**src/rtl/mc_controller_if.sv**
```systemverilog
`default_nettype none
// ============================================================================
// Module  : mc_controller_if
// Purpose : Bundles the decoded instruction fields, ALU flags and memory
//           handshake going into the multicycle sequencer, together with
//           every datapath select / write enable it drives.
// Modports:
//   master - the sequencer (consumes instruction fields, drives controls)
//   slave  - datapath / memory side (supplies fields, consumes controls)
// Signals : cond[3:0] op[1:0] funct[5:0] rd[3:0] alu_flags[3:0] mem_ready
//           ir_write pc_write pc_src adr_src mem_req mem_write reg_write
//           mem_to_reg alu_src imm_src[1:0] reg_src[1:0] alu_control[2:0]
//           shift_flag illegal
// Revision: 1.0 - initial release
// ============================================================================
interface mc_controller_if;
  logic [3:0] cond;
  logic [1:0] op;
  logic [5:0] funct;
  logic [3:0] rd;
  logic [3:0] alu_flags;
  logic       mem_ready;

  logic       ir_write;
  logic       pc_write;
  logic       pc_src;
  logic       adr_src;
  logic       mem_req;
  logic       mem_write;
  logic       reg_write;
  logic       mem_to_reg;
  logic       alu_src;
  logic [1:0] imm_src;
  logic [1:0] reg_src;
  logic [2:0] alu_control;
  logic       shift_flag;
  logic       illegal;

  modport master (
    input  cond, op, funct, rd, alu_flags, mem_ready,
    output ir_write, pc_write, pc_src, adr_src, mem_req, mem_write,
           reg_write, mem_to_reg, alu_src, imm_src, reg_src,
           alu_control, shift_flag, illegal
  );

  modport slave (
    output cond, op, funct, rd, alu_flags, mem_ready,
    input  ir_write, pc_write, pc_src, adr_src, mem_req, mem_write,
           reg_write, mem_to_reg, alu_src, imm_src, reg_src,
           alu_control, shift_flag, illegal
  );
endinterface
`default_nettype wire

```
**src/rtl/mc_controller.sv**
```systemverilog
`default_nettype none
// ============================================================================
// Module  : mc_controller
// Purpose : Multicycle sequencer for the ARM-subset datapath. Decodes
//           cond/op/funct/rd one instruction at a time, owns the NZCV flag
//           register and drives every datapath select / write enable, with a
//           memory-ready handshake on fetch, load and store.
// Ports   : clk   - clock, all state on rising edge
//           reset - asynchronous, active-low
//           bus   - mc_controller_if.master (instruction fields, flags,
//                   mem_ready in; all control strobes out)
// Params  : FLAG_RST - reset value of the NZCV flag register
// Revision: 1.0 - initial release
// ============================================================================
module mc_controller #(
  parameter logic [3:0] FLAG_RST = 4'b0000
) (
  input  wire logic       clk,
  input  wire logic       reset,
  mc_controller_if.master bus
);

  typedef enum logic [3:0] {
    S_RST    = 4'd0,
    S_FETCH  = 4'd1,
    S_DECODE = 4'd2,
    S_MEMADR = 4'd3,
    S_MEMRD  = 4'd4,
    S_MEMWB  = 4'd5,
    S_MEMWR  = 4'd6,
    S_EXEC   = 4'd7,
    S_ALUWB  = 4'd8,
    S_BRANCH = 4'd9
  } state_t;

  localparam logic [2:0] C_ALU_ADD = 3'b000;
  localparam logic [2:0] C_ALU_SUB = 3'b001;
  localparam logic [2:0] C_ALU_AND = 3'b010;
  localparam logic [2:0] C_ALU_ORR = 3'b011;
  localparam logic [2:0] C_ALU_EOR = 3'b100;

  localparam logic [3:0] C_CMD_ADD = 4'b0100;
  localparam logic [3:0] C_CMD_SUB = 4'b0010;
  localparam logic [3:0] C_CMD_CMP = 4'b1010;
  localparam logic [3:0] C_CMD_AND = 4'b0000;
  localparam logic [3:0] C_CMD_ORR = 4'b1100;
  localparam logic [3:0] C_CMD_EOR = 4'b0001;
  localparam logic [3:0] C_CMD_MOV = 4'b1101;

  state_t     r_state, w_next;
  logic [3:0] r_flags;      // {N, Z, C, V}
  logic       r_cond_ex;    // condition result frozen at end of DECODE
  logic       w_cond_ex;
  logic [3:0] w_cmd;
  logic       w_cmd_ok, w_is_arith, w_is_cmp, w_is_mov;
  logic [2:0] w_alu_ctl;
  logic       w_rd_pc;

  assign w_cmd   = bus.funct[4:1];
  assign w_rd_pc = (bus.rd == 4'd15);

  // Condition evaluation against the architectural flag register
  always_comb begin
    w_cond_ex = 1'b0;
    case (bus.cond)
      4'b0000: w_cond_ex =  r_flags[2];
      4'b0001: w_cond_ex = ~r_flags[2];
      4'b0010: w_cond_ex =  r_flags[1];
      4'b0011: w_cond_ex = ~r_flags[1];
      4'b0100: w_cond_ex =  r_flags[3];
      4'b0101: w_cond_ex = ~r_flags[3];
      4'b0110: w_cond_ex =  r_flags[0];
      4'b0111: w_cond_ex = ~r_flags[0];
      4'b1000: w_cond_ex =  r_flags[1] & ~r_flags[2];
      4'b1001: w_cond_ex = ~r_flags[1] |  r_flags[2];
      4'b1010: w_cond_ex =  (r_flags[3] == r_flags[0]);
      4'b1011: w_cond_ex =  (r_flags[3] != r_flags[0]);
      4'b1100: w_cond_ex = ~r_flags[2] & (r_flags[3] == r_flags[0]);
      4'b1101: w_cond_ex =  r_flags[2] | (r_flags[3] != r_flags[0]);
      4'b1110: w_cond_ex =  1'b1;
      default: w_cond_ex =  1'b0;  // 1111: never
    endcase
  end

  // Data-processing command decode
  always_comb begin
    w_cmd_ok   = 1'b1;
    w_is_arith = 1'b0;
    w_is_cmp   = 1'b0;
    w_is_mov   = 1'b0;
    w_alu_ctl  = C_ALU_ADD;
    case (w_cmd)
      C_CMD_ADD: w_is_arith = 1'b1;
      C_CMD_SUB: begin w_alu_ctl = C_ALU_SUB; w_is_arith = 1'b1; end
      C_CMD_CMP: begin w_alu_ctl = C_ALU_SUB; w_is_arith = 1'b1; w_is_cmp = 1'b1; end
      C_CMD_AND: w_alu_ctl = C_ALU_AND;
      C_CMD_ORR: w_alu_ctl = C_ALU_ORR;
      C_CMD_EOR: w_alu_ctl = C_ALU_EOR;
      C_CMD_MOV: w_is_mov  = 1'b1;
      default:   w_cmd_ok  = 1'b0;
    endcase
  end

  always_ff @(posedge clk or negedge reset) begin
    if (!reset) begin
      r_state   <= S_RST;
      r_flags   <= FLAG_RST;
      r_cond_ex <= 1'b0;
    end else begin
      r_state <= w_next;
      if (r_state == S_DECODE)
        r_cond_ex <= w_cond_ex;
      // Logical ops and MOV leave C and V untouched
      if (r_state == S_EXEC && bus.funct[0] && r_cond_ex && w_cmd_ok) begin
        r_flags[3:2] <= bus.alu_flags[3:2];
        if (w_is_arith)
          r_flags[1:0] <= bus.alu_flags[1:0];
      end
    end
  end

  always_comb begin
    w_next = r_state;
    case (r_state)
      S_RST:    w_next = S_FETCH;
      S_FETCH:  w_next = bus.mem_ready ? S_DECODE : S_FETCH;
      S_DECODE: begin
        case (bus.op)
          2'b00:   w_next = S_EXEC;
          2'b01:   w_next = S_MEMADR;
          2'b10:   w_next = S_BRANCH;
          default: w_next = S_FETCH;
        endcase
      end
      S_MEMADR: w_next = bus.funct[0] ? S_MEMRD : S_MEMWR;
      S_MEMRD:  w_next = bus.mem_ready ? S_MEMWB : S_MEMRD;
      S_MEMWB:  w_next = S_FETCH;
      // A squashed store never touches memory, so it need not wait
      S_MEMWR:  w_next = (!r_cond_ex || bus.mem_ready) ? S_FETCH : S_MEMWR;
      S_EXEC:   w_next = w_cmd_ok ? S_ALUWB : S_FETCH;
      S_ALUWB:  w_next = S_FETCH;
      S_BRANCH: w_next = S_FETCH;
      default:  w_next = S_RST;
    endcase
  end

  always_comb begin
    bus.ir_write    = 1'b0;
    bus.pc_write    = 1'b0;
    bus.pc_src      = 1'b0;
    bus.adr_src     = 1'b0;
    bus.mem_req     = 1'b0;
    bus.mem_write   = 1'b0;
    bus.reg_write   = 1'b0;
    bus.mem_to_reg  = 1'b0;
    bus.alu_src     = 1'b0;
    bus.imm_src     = 2'b00;
    bus.reg_src     = 2'b00;
    bus.alu_control = C_ALU_ADD;
    bus.shift_flag  = 1'b0;
    bus.illegal     = 1'b0;
    case (r_state)
      S_FETCH: begin
        bus.mem_req  = 1'b1;
        bus.ir_write = bus.mem_ready;
        bus.pc_write = bus.mem_ready;
      end
      S_DECODE: begin
        bus.reg_src[0] = (bus.op == 2'b10);
        bus.reg_src[1] = (bus.op == 2'b01);
        bus.illegal    = (bus.op == 2'b11);
      end
      S_MEMADR: begin
        bus.alu_src     = 1'b1;
        bus.imm_src     = 2'b01;
        bus.alu_control = bus.funct[4] ? C_ALU_ADD : C_ALU_SUB;
      end
      S_MEMRD: begin
        bus.mem_req = 1'b1;
        bus.adr_src = 1'b1;
      end
      S_MEMWB: begin
        bus.reg_write  = r_cond_ex;
        bus.mem_to_reg = r_cond_ex;
        bus.pc_src     = r_cond_ex & w_rd_pc;
        bus.pc_write   = r_cond_ex & w_rd_pc;
      end
      S_MEMWR: begin
        bus.mem_req   = r_cond_ex;
        bus.adr_src   = 1'b1;
        bus.mem_write = r_cond_ex;
      end
      S_EXEC: begin
        bus.alu_src     = bus.funct[5];
        bus.alu_control = w_alu_ctl;
        bus.shift_flag  = w_is_mov;
        bus.illegal     = ~w_cmd_ok;
      end
      S_ALUWB: begin
        // ALU inputs stay steered so the result is still valid for writeback
        bus.alu_src     = bus.funct[5];
        bus.alu_control = w_alu_ctl;
        bus.shift_flag  = w_is_mov;
        bus.reg_write   = r_cond_ex & ~w_is_cmp;
        bus.pc_src      = r_cond_ex & ~w_is_cmp & w_rd_pc;
        bus.pc_write    = r_cond_ex & ~w_is_cmp & w_rd_pc;
      end
      S_BRANCH: begin
        bus.alu_src  = 1'b1;
        bus.imm_src  = 2'b10;
        bus.pc_src   = r_cond_ex;
        bus.pc_write = r_cond_ex;
      end
      default: ;
    endcase
  end

endmodule
`default_nettype wire

```
**src/flat_wrapper.sv**
```systemverilog
// flat-port wrapper written by rule: the top's interface ports become plain ports
module mc_controller_flat 
#(
  parameter logic [3:0] FLAG_RST = 4'b0000
)
  (clk, reset, bus_cond, bus_op, bus_funct, bus_rd, bus_alu_flags, bus_mem_ready, bus_ir_write, bus_pc_write, bus_pc_src, bus_adr_src, bus_mem_req, bus_mem_write, bus_reg_write, bus_mem_to_reg, bus_alu_src, bus_imm_src, bus_reg_src, bus_alu_control, bus_shift_flag, bus_illegal);
  mc_controller_if bus_i ();
  input  wire logic clk;
  input  wire logic reset;
  input wire logic [$bits(bus_i.cond)-1:0] bus_cond;
  input wire logic [$bits(bus_i.op)-1:0] bus_op;
  input wire logic [$bits(bus_i.funct)-1:0] bus_funct;
  input wire logic [$bits(bus_i.rd)-1:0] bus_rd;
  input wire logic [$bits(bus_i.alu_flags)-1:0] bus_alu_flags;
  input wire logic [$bits(bus_i.mem_ready)-1:0] bus_mem_ready;
  output wire logic [$bits(bus_i.ir_write)-1:0] bus_ir_write;
  output wire logic [$bits(bus_i.pc_write)-1:0] bus_pc_write;
  output wire logic [$bits(bus_i.pc_src)-1:0] bus_pc_src;
  output wire logic [$bits(bus_i.adr_src)-1:0] bus_adr_src;
  output wire logic [$bits(bus_i.mem_req)-1:0] bus_mem_req;
  output wire logic [$bits(bus_i.mem_write)-1:0] bus_mem_write;
  output wire logic [$bits(bus_i.reg_write)-1:0] bus_reg_write;
  output wire logic [$bits(bus_i.mem_to_reg)-1:0] bus_mem_to_reg;
  output wire logic [$bits(bus_i.alu_src)-1:0] bus_alu_src;
  output wire logic [$bits(bus_i.imm_src)-1:0] bus_imm_src;
  output wire logic [$bits(bus_i.reg_src)-1:0] bus_reg_src;
  output wire logic [$bits(bus_i.alu_control)-1:0] bus_alu_control;
  output wire logic [$bits(bus_i.shift_flag)-1:0] bus_shift_flag;
  output wire logic [$bits(bus_i.illegal)-1:0] bus_illegal;
  assign bus_i.cond = bus_cond;
  assign bus_i.op = bus_op;
  assign bus_i.funct = bus_funct;
  assign bus_i.rd = bus_rd;
  assign bus_i.alu_flags = bus_alu_flags;
  assign bus_i.mem_ready = bus_mem_ready;
  assign bus_ir_write = bus_i.ir_write;
  assign bus_pc_write = bus_i.pc_write;
  assign bus_pc_src = bus_i.pc_src;
  assign bus_adr_src = bus_i.adr_src;
  assign bus_mem_req = bus_i.mem_req;
  assign bus_mem_write = bus_i.mem_write;
  assign bus_reg_write = bus_i.reg_write;
  assign bus_mem_to_reg = bus_i.mem_to_reg;
  assign bus_alu_src = bus_i.alu_src;
  assign bus_imm_src = bus_i.imm_src;
  assign bus_reg_src = bus_i.reg_src;
  assign bus_alu_control = bus_i.alu_control;
  assign bus_shift_flag = bus_i.shift_flag;
  assign bus_illegal = bus_i.illegal;
  mc_controller #(.FLAG_RST(FLAG_RST)) u_core (.clk(clk), .reset(reset), .bus(bus_i));
endmodule
```
**config.mk**
```make
export PLATFORM = sky130hd
export DESIGN_NAME = mc_controller_flat
export DESIGN_NICKNAME = d
export VERILOG_FILES = /design/src/rtl/mc_controller_if.sv /design/src/rtl/mc_controller.sv /design/src/flat_wrapper.sv
export SDC_FILE = /design/constraint.sdc
export NUM_CORES = 1
export LEC_CHECK = 0
export ABC_AREA = 1
export CAP_MARGIN = 10
export CORE_MARGIN = 3
export CORE_UTILIZATION = 41
export CTS_CLUSTER_SIZE = 25
export DETAILED_ROUTE_END_ITERATION = 10
export PLACE_DENSITY = 0.9
export REMOVE_ABC_BUFFERS = 1
export SYNTH_ARGS = -nofsm -noshare
export SYNTH_HDL_FRONTEND = slang
export SYNTH_SLANG_ARGS = --single-unit
```
**constraint.sdc**
```tcl
create_clock -name clk -period 1.6 [get_ports clk]
set_clock_uncertainty 0.15 [all_clocks]
set_input_delay 0.32 -clock clk [delete_from_list [all_inputs] [get_ports clk]]
set_output_delay 0.32 -clock clk [all_outputs]
set_load 0.05 [all_outputs]
```
==> results of run 1 <==
-- metrics by stage --
step | hold WS (ps) | util | TNS (ps) | cells | instance area [µm²]
after floorplan | -126 | - | -8710 | 167 | 928
after detailed placement | 403 | 0.888 | -7780 | 270 | 1810
after global placement | 372 | 0.888 | -5780 | 270 | 1810
-- kinds of logic after synthesis --
logic type             after synthesis  share of synthesized area
flip-flops                           9                      0.243
AND/OR/NAND/NOR                    108                      0.489
buffers and inverters               30                      0.121
AO/OA/AOI/OAI                       20                      0.147
==> flow_metrics.env, run 1 <==
export IMPL_start_util=0.455
export IMPL_synth_seq_area_share=0.243
export IMPL_gp_congestion=0.970
export IMPL_cts_made_buffers=3
export IMPL_post_cts_buffers=8
export IMPL_yosysTopAreaCell="dfrtp_1"
export IMPL_cts_sinks=9
export IMPL_synth_top_cells_by_count="nand2_1, nor2_1, inv_1"
export IMPL_synthArstFlopShare=1.00
export IMPL_rows=16
export IMPL_syn_avg_cell_area_um2=5.56
export IMPL_clockBufferDepth=2
export IMPL_dpl_hpwl_um=3640
export IMPL_error="[ERROR DPL-0038] Utilization greater than 100%, impossible to legalize"
export IMPL_synth_area_um2=928
export IMPL_synth_distinct_cells=19
export IMPL_synth_area_top_cells="dfrtp_1, nand2_1, nor2_1"
export IMPL_cts_resized=74
export IMPL_htreeDepth=1
export IMPL_die_h_um=53.6
export IMPL_die_w_um=53.6
export IMPL_lastStage="4_1_cts"
export IMPL_port_buffers=40
export IMPL_yosys_warnings=0
export IMPL_synth_cells=167
export IMPL_ys_flop_type="dfrtp_1"
export IMPL_cts_hold_buf=0
export IMPL_netlist_area_leader_share=0.243
export IMPL_cts_root_buf="clkbuf_4"
export IMPL_io_pins=41
export IMPL_status="aborted with a tool error"
export IMPL_ys_ff_latch=9
export IMPL_pre_cts_ws_ps=-658
export IMPL_synthMostInstantiatedCell="nand2_1"
export IMPL_synth_edff_count=0
==> run 2, diff against run 1 <==
--- a/config.mk
+++ b/config.mk
@@ -7,11 +7,10 @@
 export LEC_CHECK = 0
 export ABC_AREA = 1
 export CAP_MARGIN = 10
-export CORE_MARGIN = 3
-export CORE_UTILIZATION = 41
-export CTS_CLUSTER_SIZE = 25
+export CORE_AREA = 3 3 64 66
 export DETAILED_ROUTE_END_ITERATION = 10
-export PLACE_DENSITY = 0.9
+export DIE_AREA = 0 0 67 69
+export PLACE_DENSITY_LB_ADDON = 0.15
 export REMOVE_ABC_BUFFERS = 1
 export SYNTH_ARGS = -nofsm -noshare
 export SYNTH_HDL_FRONTEND = slang
==> flow_metrics.env, run 2 <==
export IMPL_crit_chain="buf_6, buf_6, nand2_4, nor2_4, nand3_2, o21ai_4, buf_12"
export IMPL_grt_pass1_wl_um=6080
export IMPL_p_per_area_nw_per_um2=1150
export IMPL_r2r_start="u_core.r_state[1]"
export IMPL_violations="negative setup slack"
export IMPL_endpoint_kind="output port"
export IMPL_die_area_um2=4620
export IMPL_ff2ff_path_depth=10
export IMPL_syn2layout_area_growth_pct=154
export IMPL_htreeDepth=1
export IMPL_synth_distinct_cells=19
export IMPL_peakVddDrop_mv=0.784
export IMPL_status="finished with violations"
export IMPL_reg_top3="u_core.r_flags (4), u_core.r_state (4), u_core.r_cond_ex (1)"
export IMPL_tightest_slew_ps=373
export IMPL_synth_top_cells_by_count="nand2_1, nor2_1, inv_1"
export IMPL_cp_required_ps=1130
export IMPL_netlist_area_leader_share=0.243
export IMPL_maxSlewViolCount=0
export IMPL_drt_iter0_drc=66
export IMPL_rows=22
export IMPL_final_util=0.648
export IMPL_port_buffers=40
export IMPL_rrSetupSlack_ps=-170
export IMPL_fillers=320
export IMPL_syn_avg_cell_area_um2=5.56
export IMPL_max_cap_viol_count=0
export IMPL_wirelength_um=3630
export IMPL_antenna_found_initial=0
export IMPL_rsz0062_at_grt="yes"
export IMPL_fin_crit_ps=1990
export IMPL_synth_edff_count=0
export IMPL_synthArstFlopShare=1.00
export IMPL_fin_cells=313
export IMPL_ys_ff_latch=9
export IMPL_post_drt_wl_per_cell_um=11.6
export IMPL_worstReg2RegEnd="u_core.r_flags[2]"
export IMPL_cts_tree="yes"
export IMPL_setup_viol=25
export IMPL_core_area_um2=3630
export IMPL_start_util=0.256
export IMPL_leakage_nw=1.16
export IMPL_hold_ws_ps=226
export IMPL_synth_area_um2=928
export IMPL_slew_limit_headroom=0.751
export IMPL_gr_total_overflow=0
export IMPL_synth_area_top_cells="dfrtp_1, nand2_1, nor2_1"
export IMPL_clkTransAtPathRegs_ps=40
export IMPL_cts_sinks=9
export IMPL_cts_root_buf="clkbuf_8"
export IMPL_ys_flop_type="dfrtp_1"
export IMPL_worst_setup_path_type="register to output port"
export IMPL_layout_drive_gt1_share=0.521
export IMPL_start_kind="register"
export IMPL_drt_pass1_iterations=4
export IMPL_grt_max_degree=10
export IMPL_clockBufferDepth=2
export IMPL_finalCritPeriodShare=1.24
export IMPL_finalHoldViolations=0
export IMPL_arrival_ps=1520
export IMPL_drcViolationCount=0
export IMPL_cts_hold_buf=0
export IMPL_synth_seq_area_share=0.243
export IMPL_synth_cells=167
export IMPL_cpMaxStageDelayCell="dfrtp_1"
export IMPL_place_inst=298
export IMPL_crit_path_max_incr_delay_ps=400
export IMPL_cts_made_buffers=3
export IMPL_vias=1402
export IMPL_clk_latency_ps=230
export IMPL_fmax_mhz=503
export IMPL_die_w_um=67
export IMPL_hold_class="input port to async pin"
export IMPL_p_total_mw=2.72
export IMPL_via_per_inst=4.48
export IMPL_io_pins=41
export IMPL_antenna_left=0
export IMPL_regArea_um2=228
export IMPL_grt_pass1_vias=1450
export IMPL_dpl_hpwl_um=2670
export IMPL_final_cell_mix="nand2_1, buf_4, inv_1"
export IMPL_fin_ws_ps=-386
export IMPL_antenna_cells=0
export IMPL_synthMostInstantiatedCell="nand2_1"
export IMPL_cpMostUsedCell="buf_6"
export IMPL_yosysTopAreaCell="dfrtp_1"
export IMPL_path_max_fanout=5
export IMPL_yosys_warnings=0
export IMPL_die_h_um=69
export IMPL_final_common_cell="nand2_1"
export IMPL_final_area_um2=2360
export IMPL_final_nets=289
export IMPL_dpl_cell_area_um2=1890
export IMPL_gp_congestion=0.805
export IMPL_multi_input_area_um2=860
export IMPL_grt_usage=0.165
run 2: cell counts after synthesis:
Identical to the previous run, type by type.
run 2: through the flow:
stage | setup slack (ps) | TNS [ps]
floorplan | -1470 | -8710
global placement | -513 | -5970
detailed placement | -533 | -6070
CTS | -401 | -5930
global route | -471 | -8390
finish | -386 | -6140
run 2: cell type report:
| type | instances | share of cell area |
|---|---|---|
| inverter | 30 | 0.0499 |
| tap | 48 | 0.0255 |
| clock buffer | 4 | 0.0191 |
| sequential | 9 | 0.0967 |
| timing repair buffer | 94 | 0.444 |
| multi-input combinational | 128 | 0.365 |
run 2: logic make-up (layout without fill, tap and decap cells):
family                 after synthesis  count (layout)  share of synthesized area
buffers and inverters               30             128                      0.121
DFF                                  9               9                      0.243
AOI/OAI and AO/OA                   20              20                      0.147
and+or+nand+nor                    108             108                      0.489
run 2: worst max-delay path: cells and delay by family (launching register included):
kind / cells / cell delay [ps]
flip-flops: 1 / 400
buffers and inverters: 3 / 400
AND/OR/NAND/NOR: 3 / 380
AO/OA/AOI/OAI: 1 / 100
run 2: timing repair:
item | CTS | global route
pin swaps | 13 | 23
endpoints found under the setup margin | 25 | 26
buffers inserted | 10 | 5
resized for setup | 66 | 45
run 2: how the worst max path moves through the flow:
stage | cells after the start | to | from
final | 7 | bus_illegal | u_core.r_state[1]
after global routing | 7 | bus_alu_control[1] | u_core.r_state[1]
after CTS | 8 | bus_alu_control[1] | u_core.r_state[3]
after detailed placement | 7 | bus_pc_write | bus_funct[4]
after global placement | 7 | bus_pc_write | bus_funct[4]
after floorplan | 5 | bus_alu_control[0] | u_core.r_state[2]
run 2: routing by layer:
layer | share of wire | global-route usage | up-vias
met4 | 0.026 | 0.0608 | 0
met2 | 0.49 | 0.272 | 48
li1 | - | - | 727
met3 | 0.052 | 0.0261 | 11
met1 | 0.43 | 0.212 | 616
met5 | 0 | 0 | -
run 2: power breakdown:
part / internal [mW] / switching [mW]
sequential: 0.309 / 0.0833
combinational: 1.00 / 1.06
clock: 0.173 / 0.0846
No activity file was read; power rests on OpenSTA's default activity.
